`src/rtl/dphy_hs_pkg.sv`:
```
// Shared definitions for the D-PHY data-lane HS path.
//   ser_state_t    : serializer FSM states, Gray-adjacent encoding
//   DPHY_SYNC_BYTE : HS sync byte sent ahead of the payload
//   DPHY_DATA_W    : default parallel byte width
package dphy_hs_pkg;

    typedef enum logic [1:0] {
        IDLE  = 2'b00,
        SHIFT = 2'b01,
        TRAIL = 2'b11
    } ser_state_t;

    localparam logic [7:0]  DPHY_SYNC_BYTE = 8'hB8;
    localparam int unsigned DPHY_DATA_W    = 8;

endpackage

```
`src/rtl/data_hs_serializer_if.sv`:
```
// Handshake bundle between the HS controller (master) and the serializer (slave).
//   ser_en, ser_valid, prll_data, trail, trail_sel : controller -> serializer
//   hs_out, hs_oe, ser_end, byte_ack               : serializer -> controller / lane
//   tx_byte_cnt                                    : present only with DPHY_SER_BYTECNT_EN
interface data_hs_serializer_if
    import dphy_hs_pkg::*;
#(
    parameter int unsigned DATA_W = DPHY_DATA_W
);
    logic              ser_en;
    logic              ser_valid;
    logic [DATA_W-1:0] prll_data;
    logic              trail;
    logic              trail_sel;
    logic              hs_out;
    logic              hs_oe;
    logic              ser_end;
    logic              byte_ack;
`ifdef DPHY_SER_BYTECNT_EN
    logic [15:0]       tx_byte_cnt;

    modport master (
        output ser_en, ser_valid, prll_data, trail, trail_sel,
        input  hs_out, hs_oe, ser_end, byte_ack, tx_byte_cnt
    );
    modport slave (
        input  ser_en, ser_valid, prll_data, trail, trail_sel,
        output hs_out, hs_oe, ser_end, byte_ack, tx_byte_cnt
    );
`else
    modport master (
        output ser_en, ser_valid, prll_data, trail, trail_sel,
        input  hs_out, hs_oe, ser_end, byte_ack
    );
    modport slave (
        input  ser_en, ser_valid, prll_data, trail, trail_sel,
        output hs_out, hs_oe, ser_end, byte_ack
    );
`endif
endinterface

```
`src/rtl/dphy_shift_reg.sv`:
```
// Loadable right-shift register; bit 0 is the serial output.
//   clk, rst : clock, asynchronous active-high reset (clears to zero)
//   load     : capture din (has priority over shift)
//   shift    : shift right by one, zero fill at the MSB
//   din      : parallel load value
//   dout     : current bit 0
module dphy_shift_reg #(
    parameter int unsigned W = 8
) (
    input  logic         clk,
    input  logic         rst,
    input  logic         load,
    input  logic         shift,
    input  logic [W-1:0] din,
    output logic         dout
);
    logic [W-1:0] q;

    always_ff @(posedge clk or posedge rst) begin
        if (rst) begin
            q <= '0;
        end else if (load) begin
            q <= din;
        end else if (shift) begin
            q <= {1'b0, q[W-1:1]};
        end
    end

    assign dout = q[0];
endmodule

```
`src/rtl/data_hs_serializer.sv`:
```
// HS data-lane serializer: shifts the controller's byte stream out LSB-first,
// one bit per clk, then holds the trail level until ser_en drops.
//   clk, rst : bit-rate clock, asynchronous active-high reset
//   hs       : data_hs_serializer_if slave (ser_en, ser_valid, prll_data, trail,
//              trail_sel in; hs_out, hs_oe, ser_end, byte_ack out)
// Optional: define DPHY_SER_BYTECNT_EN to add hs.tx_byte_cnt, a per-burst count
// of captured bytes.
module data_hs_serializer
    import dphy_hs_pkg::*;
#(
    parameter int unsigned DATA_W   = DPHY_DATA_W,
    parameter logic        IDLE_LVL = 1'b0
) (
    input  logic                 clk,
    input  logic                 rst,
    data_hs_serializer_if.slave  hs
);
    localparam int unsigned     CNT_W    = $clog2(DATA_W);
    localparam logic [CNT_W-1:0] CNT_LAST = CNT_W'(DATA_W - 1);
    localparam logic [CNT_W-1:0] CNT_PRE  = CNT_W'(DATA_W - 2);

    ser_state_t       state;
    logic [CNT_W-1:0] bit_cnt;
    logic             trail_q;
    logic             hs_oe_q;
    logic             ser_end_q;
    logic             byte_ack_q;
    logic             shreg_bit0;
    logic             hs_out_c;

    logic at_boundary;
    logic load;
    logic shift;

    assign at_boundary = (state == SHIFT) && (bit_cnt == CNT_LAST);
    assign load  = hs.ser_en && hs.ser_valid && ((state == IDLE) || at_boundary);
    assign shift = (state == SHIFT) && hs.ser_en && !at_boundary;

    dphy_shift_reg #(
        .W (DATA_W)
    ) u_shreg (
        .clk   (clk),
        .rst   (rst),
        .load  (load),
        .shift (shift),
        .din   (hs.prll_data),
        .dout  (shreg_bit0)
    );

    always_ff @(posedge clk or posedge rst) begin
        if (rst) begin
            state      <= IDLE;
            bit_cnt    <= '0;
            trail_q    <= 1'b0;
            hs_oe_q    <= 1'b0;
            ser_end_q  <= 1'b1;
            byte_ack_q <= 1'b0;
        end else begin
            byte_ack_q <= 1'b0;
            case (state)
                IDLE: begin
                    hs_oe_q   <= 1'b0;
                    ser_end_q <= 1'b1;
                    if (load) begin
                        state      <= SHIFT;
                        bit_cnt    <= '0;
                        byte_ack_q <= 1'b1;
                        hs_oe_q    <= 1'b1;
                        ser_end_q  <= 1'b0;
                    end
                end
                SHIFT: begin
                    // ser_en low wins over everything, including a boundary capture
                    if (!hs.ser_en) begin
                        state     <= IDLE;
                        hs_oe_q   <= 1'b0;
                        ser_end_q <= 1'b1;
                    end else if (!at_boundary) begin
                        bit_cnt   <= bit_cnt + 1'b1;
                        // ser_end is registered, so raise it one bit early
                        ser_end_q <= (bit_cnt == CNT_PRE);
                    end else if (hs.ser_valid) begin
                        bit_cnt    <= '0;
                        byte_ack_q <= 1'b1;
                        ser_end_q  <= 1'b0;
                    end else begin
                        state     <= TRAIL;
                        trail_q   <= hs.trail;
                        ser_end_q <= 1'b1;
                    end
                end
                TRAIL: begin
                    if (!hs.ser_en) begin
                        state   <= IDLE;
                        hs_oe_q <= 1'b0;
                    end
                end
                default: begin
                    state     <= IDLE;
                    hs_oe_q   <= 1'b0;
                    ser_end_q <= 1'b1;
                end
            endcase
        end
    end

    // hs_out is a select between registered sources; only the idle trail_sel
    // override passes the trail input straight through.
    always_comb begin
        hs_out_c = IDLE_LVL;
        case (state)
            SHIFT:   hs_out_c = shreg_bit0;
            TRAIL:   hs_out_c = trail_q;
            default: hs_out_c = hs.trail_sel ? hs.trail : IDLE_LVL;
        endcase
    end

    assign hs.hs_out   = hs_out_c;
    assign hs.hs_oe    = hs_oe_q;
    assign hs.ser_end  = ser_end_q;
    assign hs.byte_ack = byte_ack_q;

`ifdef DPHY_SER_BYTECNT_EN
    logic [15:0] byte_cnt_q;

    always_ff @(posedge clk or posedge rst) begin
        if (rst) begin
            byte_cnt_q <= '0;
        end else if ((state == IDLE) && load) begin
            byte_cnt_q <= '0;
        end else if (byte_ack_q) begin
            byte_cnt_q <= byte_cnt_q + 16'd1;
        end
    end

    assign hs.tx_byte_cnt = byte_cnt_q;
`endif
endmodule
```
`src/flat_wrapper.sv`:
```
// flat-port wrapper written by rule: the top's interface ports become plain ports
module data_hs_serializer_flat import dphy_hs_pkg::*;
#(
    parameter int unsigned DATA_W   = DPHY_DATA_W,
    parameter logic        IDLE_LVL = 1'b0
)
  (clk, rst, hs_ser_en, hs_ser_valid, hs_prll_data, hs_trail, hs_trail_sel, hs_hs_out, hs_hs_oe, hs_ser_end, hs_byte_ack);
  data_hs_serializer_if #(.DATA_W(DATA_W)) hs_i ();
  input  logic clk;
  input  logic rst;
  input wire logic [$bits(hs_i.ser_en)-1:0] hs_ser_en;
  input wire logic [$bits(hs_i.ser_valid)-1:0] hs_ser_valid;
  input wire logic [$bits(hs_i.prll_data)-1:0] hs_prll_data;
  input wire logic [$bits(hs_i.trail)-1:0] hs_trail;
  input wire logic [$bits(hs_i.trail_sel)-1:0] hs_trail_sel;
  output wire logic [$bits(hs_i.hs_out)-1:0] hs_hs_out;
  output wire logic [$bits(hs_i.hs_oe)-1:0] hs_hs_oe;
  output wire logic [$bits(hs_i.ser_end)-1:0] hs_ser_end;
  output wire logic [$bits(hs_i.byte_ack)-1:0] hs_byte_ack;
  assign hs_i.ser_en = hs_ser_en;
  assign hs_i.ser_valid = hs_ser_valid;
  assign hs_i.prll_data = hs_prll_data;
  assign hs_i.trail = hs_trail;
  assign hs_i.trail_sel = hs_trail_sel;
  assign hs_hs_out = hs_i.hs_out;
  assign hs_hs_oe = hs_i.hs_oe;
  assign hs_ser_end = hs_i.ser_end;
  assign hs_byte_ack = hs_i.byte_ack;
  data_hs_serializer #(.DATA_W(DATA_W), .IDLE_LVL(IDLE_LVL)) u_core (.clk(clk), .rst(rst), .hs(hs_i));
endmodule
```
`config.mk`:
```
export PLATFORM = sky130hd
export DESIGN_NAME = data_hs_serializer_flat
export DESIGN_NICKNAME = d
export VERILOG_FILES = /design/src/rtl/dphy_hs_pkg.sv /design/src/rtl/data_hs_serializer_if.sv /design/src/rtl/dphy_shift_reg.sv /design/src/rtl/data_hs_serializer.sv /design/src/flat_wrapper.sv
export SDC_FILE = /design/constraint.sdc
export NUM_CORES = 1
export LEC_CHECK = 0
export CAP_MARGIN = 20
export CORE_MARGIN = 3
export CORE_UTILIZATION = 30
export DETAILED_ROUTE_END_ITERATION = 12
export GPL_ROUTABILITY_DRIVEN = 0
export GPL_TIMING_DRIVEN = 0
export PLACE_DENSITY = 0.62
export SYNTH_ARGS = -nofsm -noshare
export SYNTH_HDL_FRONTEND = slang
export SYNTH_SLANG_ARGS = --single-unit
```
`constraint.sdc`:
```
create_clock -name clk -period 1.74 [get_ports clk]
set_input_delay 0.522 -clock clk [delete_from_list [all_inputs] [get_ports clk]]
set_output_delay 0.522 -clock clk [all_outputs]
set_load 0.05 [all_outputs]
```
==> impl_metrics.py <==
metrics = {
    "outcome": {
        "run_status": "complete, but fails checks",
        "violations": "negative setup slack",
    },
    "logic_synthesis": {
        "synth_mux_area_frac": 0.295,
        "synthesis.area_um2": 937,
        "avgSynthCellArea_um2": 13.6,
        "syn-num-nets": 86,
        "synthAdderAreaFrac": 0.0401,
        "yosysTopAreaCell": "dfrtp_1",
        "synthXorXnorAreaFrac": 0,
        "yosys.area.top_type_share": 0.427,
        "synthCells": 69,
        "ys_warn_count": 0,
        "synth_top_family_by_area": "multiplexers",
        "ys_ff_latch": 17,
        "synthTopCellsByArea": "dfrtp_1, mux2_4, mux2_2, ha_1, nor2b_1",
        "synth_compound_area_frac": 0.0534,
        "synth_cell_types": 20,
        "synth-seq-area-share": 0.455,
        "synthSimpleGateAreaFrac": 0.120,
    },
    "timing": {
        "rsz0062_at_grt": "true",
        "maxSlewHeadroom": 0.561,
        "hold_violations": 0,
        "clock_skew_ns": 0.00748,
        "fin_crit_ns": 1.87,
        "worst_slack_ns": -0.134,
        "finalSetupViolCount": 8,
        "finalSetupTns_ns": -0.859,
        "finalCritPeriodShare": 1.08,
        "tightest_slew_ns": 0.657,
        "maxSlewViolCount": 0,
        "fmax_mhz": 534,
    },
    "critical_path": {
        "crit_chain": "clkdlybuf4s50_1 > nand2_1 > o21ai_2 > buf_6",
        "timing.rr.start": "u_core.bit_cnt[0]",
        "cp_max_fo": 2,
        "crit_type": "input pin to primary output",
        "slowest_delay_ns": 0.48,
        "critPathArrivalTime_ns": 1.35,
        "end_kind": "primary output",
        "crit_path_start_kind": "input pin",
        "worst_path_max_delay_cell": "clkdlybuf4s50_1",
        "cp-startpoint": "hs_trail",
        "cp.required_ns": 1.22,
    },
    "detailed_routing": {
        "drt_iter0_drc": 12,
        "drc_errors": 0,
        "wire_per_inst_um": 13.3,
        "wl_mm": 1.86,
        "vias_per_cell": 4.56,
        "num_vias": 638,
        "drtAntennaViolNets": 0,
        "drt_pass1_iterations": 4,
    },
    "cts": {
        "cts_inserted_buffers": 3,
        "cts_buffer_depth": 2,
        "cts_sinks": 17,
        "clk_latency_ns": 0.29,
        "clock-root-buffer": "clkbuf_4",
        "clk_pin_slew_ns": 0.10,
        "htree_levels": 1,
        "cts_tree": "built",
    },
    "floorplanning": {
        "row_count": 19,
        "start_util": 0.326,
        "die-height_um": 61.9,
        "core_um2": 2880,
        "die_area_um2": 3830,
        "io_pins": 18,
        "die_w_um": 61.9,
    },
    "grt": {
        "grt_start_max_net_pins": 18,
        "antenna_found_initial": 0,
        "grt_pass1_wl_mm": 2.76,
        "grt_use_total": 0.103,
        "first_global_vias": 605,
        "overflow": 0,
    },
    "power_and_ir_drop": {
        "clkPwrFrac": 0.195,
        "switchingPower_w": 0.000281,
        "netSwitchingFraction": 0.264,
        "p_int_w": 0.000783,
        "power_density_nw_per_um2": 824,
        "ir_worst_vdd_uv": 449,
        "p_leak_nw": 0.635,
        "seqPwrFrac": 0.473,
        "comb_power_share": 0.331,
    },
    "finish": {
        "drive_above_1_share": 0.418,
        "stdcell_count": 140,
        "post-route-util": 0.449,
        "finalNetCount": 116,
        "syn_to_final_growth_pct": 37.8,
        "final_area_um2": 1290,
        "fillers": 279,
        "antenna_cells": 0,
    },
    "hold_path": {
        "hp-class": "flip-flop to flip-flop",
        "min_from": "u_core.trail_q",
    },
    "place": {
        "place_area_um2": 1170,
        "numPortBuffers": 17,
        "dpl.hpwl_mm": 1.23,
        "dp_cells": 128,
    },
    "run": {
        "cap_viol_max_count": 0,
    },
}
[final timing paths]
kind	to	slack, ns	cells past startpoint
max reg2reg	u_core.u_shreg.q[4]	-0.12	6
max in group asynchronous	u_core.state[1]	0.67	2
min	u_core.trail_q	0.53	1
max	hs_hs_out	-0.13	4
min reg2reg	u_core.trail_q	0.53	1
min in group asynchronous	u_core.u_shreg.q[2]	0.62	2
[Yosys cell counts, drive strengths merged]
library cell,n
o21a,1
nand2,3
and2b,3
nor2b,6
nand3b,1
o211a,1
dfrtp,16
mux2i,1
o2bb2ai,1
nor3b,1
mux2,19
dfstp,1
inv,3
and4bb,1
a22o,1
nand3,2
o21ai,3
ha,3
buf,2
[critical path: cells and delay by family]
kind | cells | cell delay, ns
buffers and inverters | 2 | 0.65
and+or+nand+nor | 1 | 0.07
AOI/OAI and AO/OA | 1 | 0.12
[repair_timing]
item	4_1_cts	5_1_grt
buffers inserted	4	2
resized for setup	18	8
hold buffers	0	0
gates cloned	1	1
setup endpoints to repair	12	12
pin swaps	2	1
[power groups by stage]
| stage | registers (W) | logic, W | clock network, W |
|---|---|---|---|
| floorplan | 0.000515 | 0.000234 | 0 |
| global placement | 0.000508 | 0.000313 | 0 |
| detailed placement | 0.000515 | 0.000320 | 0 |
| CTS | 0.000504 | 0.000344 | 0.000223 |
| global route | 0.000511 | 0.000380 | 0.000251 |
| finish | 0.000504 | 0.000353 | 0.000208 |
[layout by cell type, fill, tap and decap left out, types with 2 or more instances in the layout]
cell	synthesis	routed
nand3_1	2	2
inv_1	3	3
nor2b_1	6	5
clkdlybuf4s50_1	0	12
dfrtp_1	16	15
buf_6	2	5
clkbuf_4	0	3
nand2_1	3	3
mux2_2	5	4
dlygate4sd2_1	0	2
and2b_1	3	3
buf_4	0	5
mux2_4	14	15
[through the flow]
stage                     power [W]  hold WS, ns  setup WS (ns)
after floorplan            0.000749        0.447        -0.0530
after global placement     0.000821        0.484         -0.741
after detailed placement   0.000835        0.496         -0.744
after CTS                   0.00107        0.523         -0.152
after global routing        0.00114        0.562         -0.187
final                       0.00106        0.534         -0.134
[layout make-up]
cell class / instances / area [um^2] / share of cell area
multi-input cells: 48 / 527 / 0.408
flip-flops and latches: 17 / 428 / 0.331
repair buffers: 24 / 224 / 0.173
well taps: 42 / 52.6 / 0.0407
clock buffers: 4 / 26.3 / 0.0203
plain buffers: 2 / 22.5 / 0.0174
inverters: 3 / 11.3 / 0.00872
[routing by layer]
layer,track usage,wire length [um],vias to the layer above
li1,-,-,305
met1,0.119,800,316
met2,0.172,953,13
met3,0.0393,86,4
met4,0.0364,22,0
met5,0,0,-
[state kept, by name, summed over array words and instances, names as in the netlist]
register and count:
u_core.hs.byte_ack 1, u_core.trail_q 1, u_core.bit_cnt 3, u_core.hs.hs_oe 1
u_core.state 2, u_core.u_shreg.q 8, u_core.hs.ser_end 1
[cells by family after synthesis]
| kind of cell | Yosys count |
|---|---|
| buffers and inverters | 5 |
| multiplexers | 20 |
| AND/OR/NAND/NOR | 17 |
| adder cells (fa/ha/maj) | 3 |
| AO/OA/AOI/OAI | 7 |
| flip-flops | 17 |
Power figures use the tool's default switching activity.
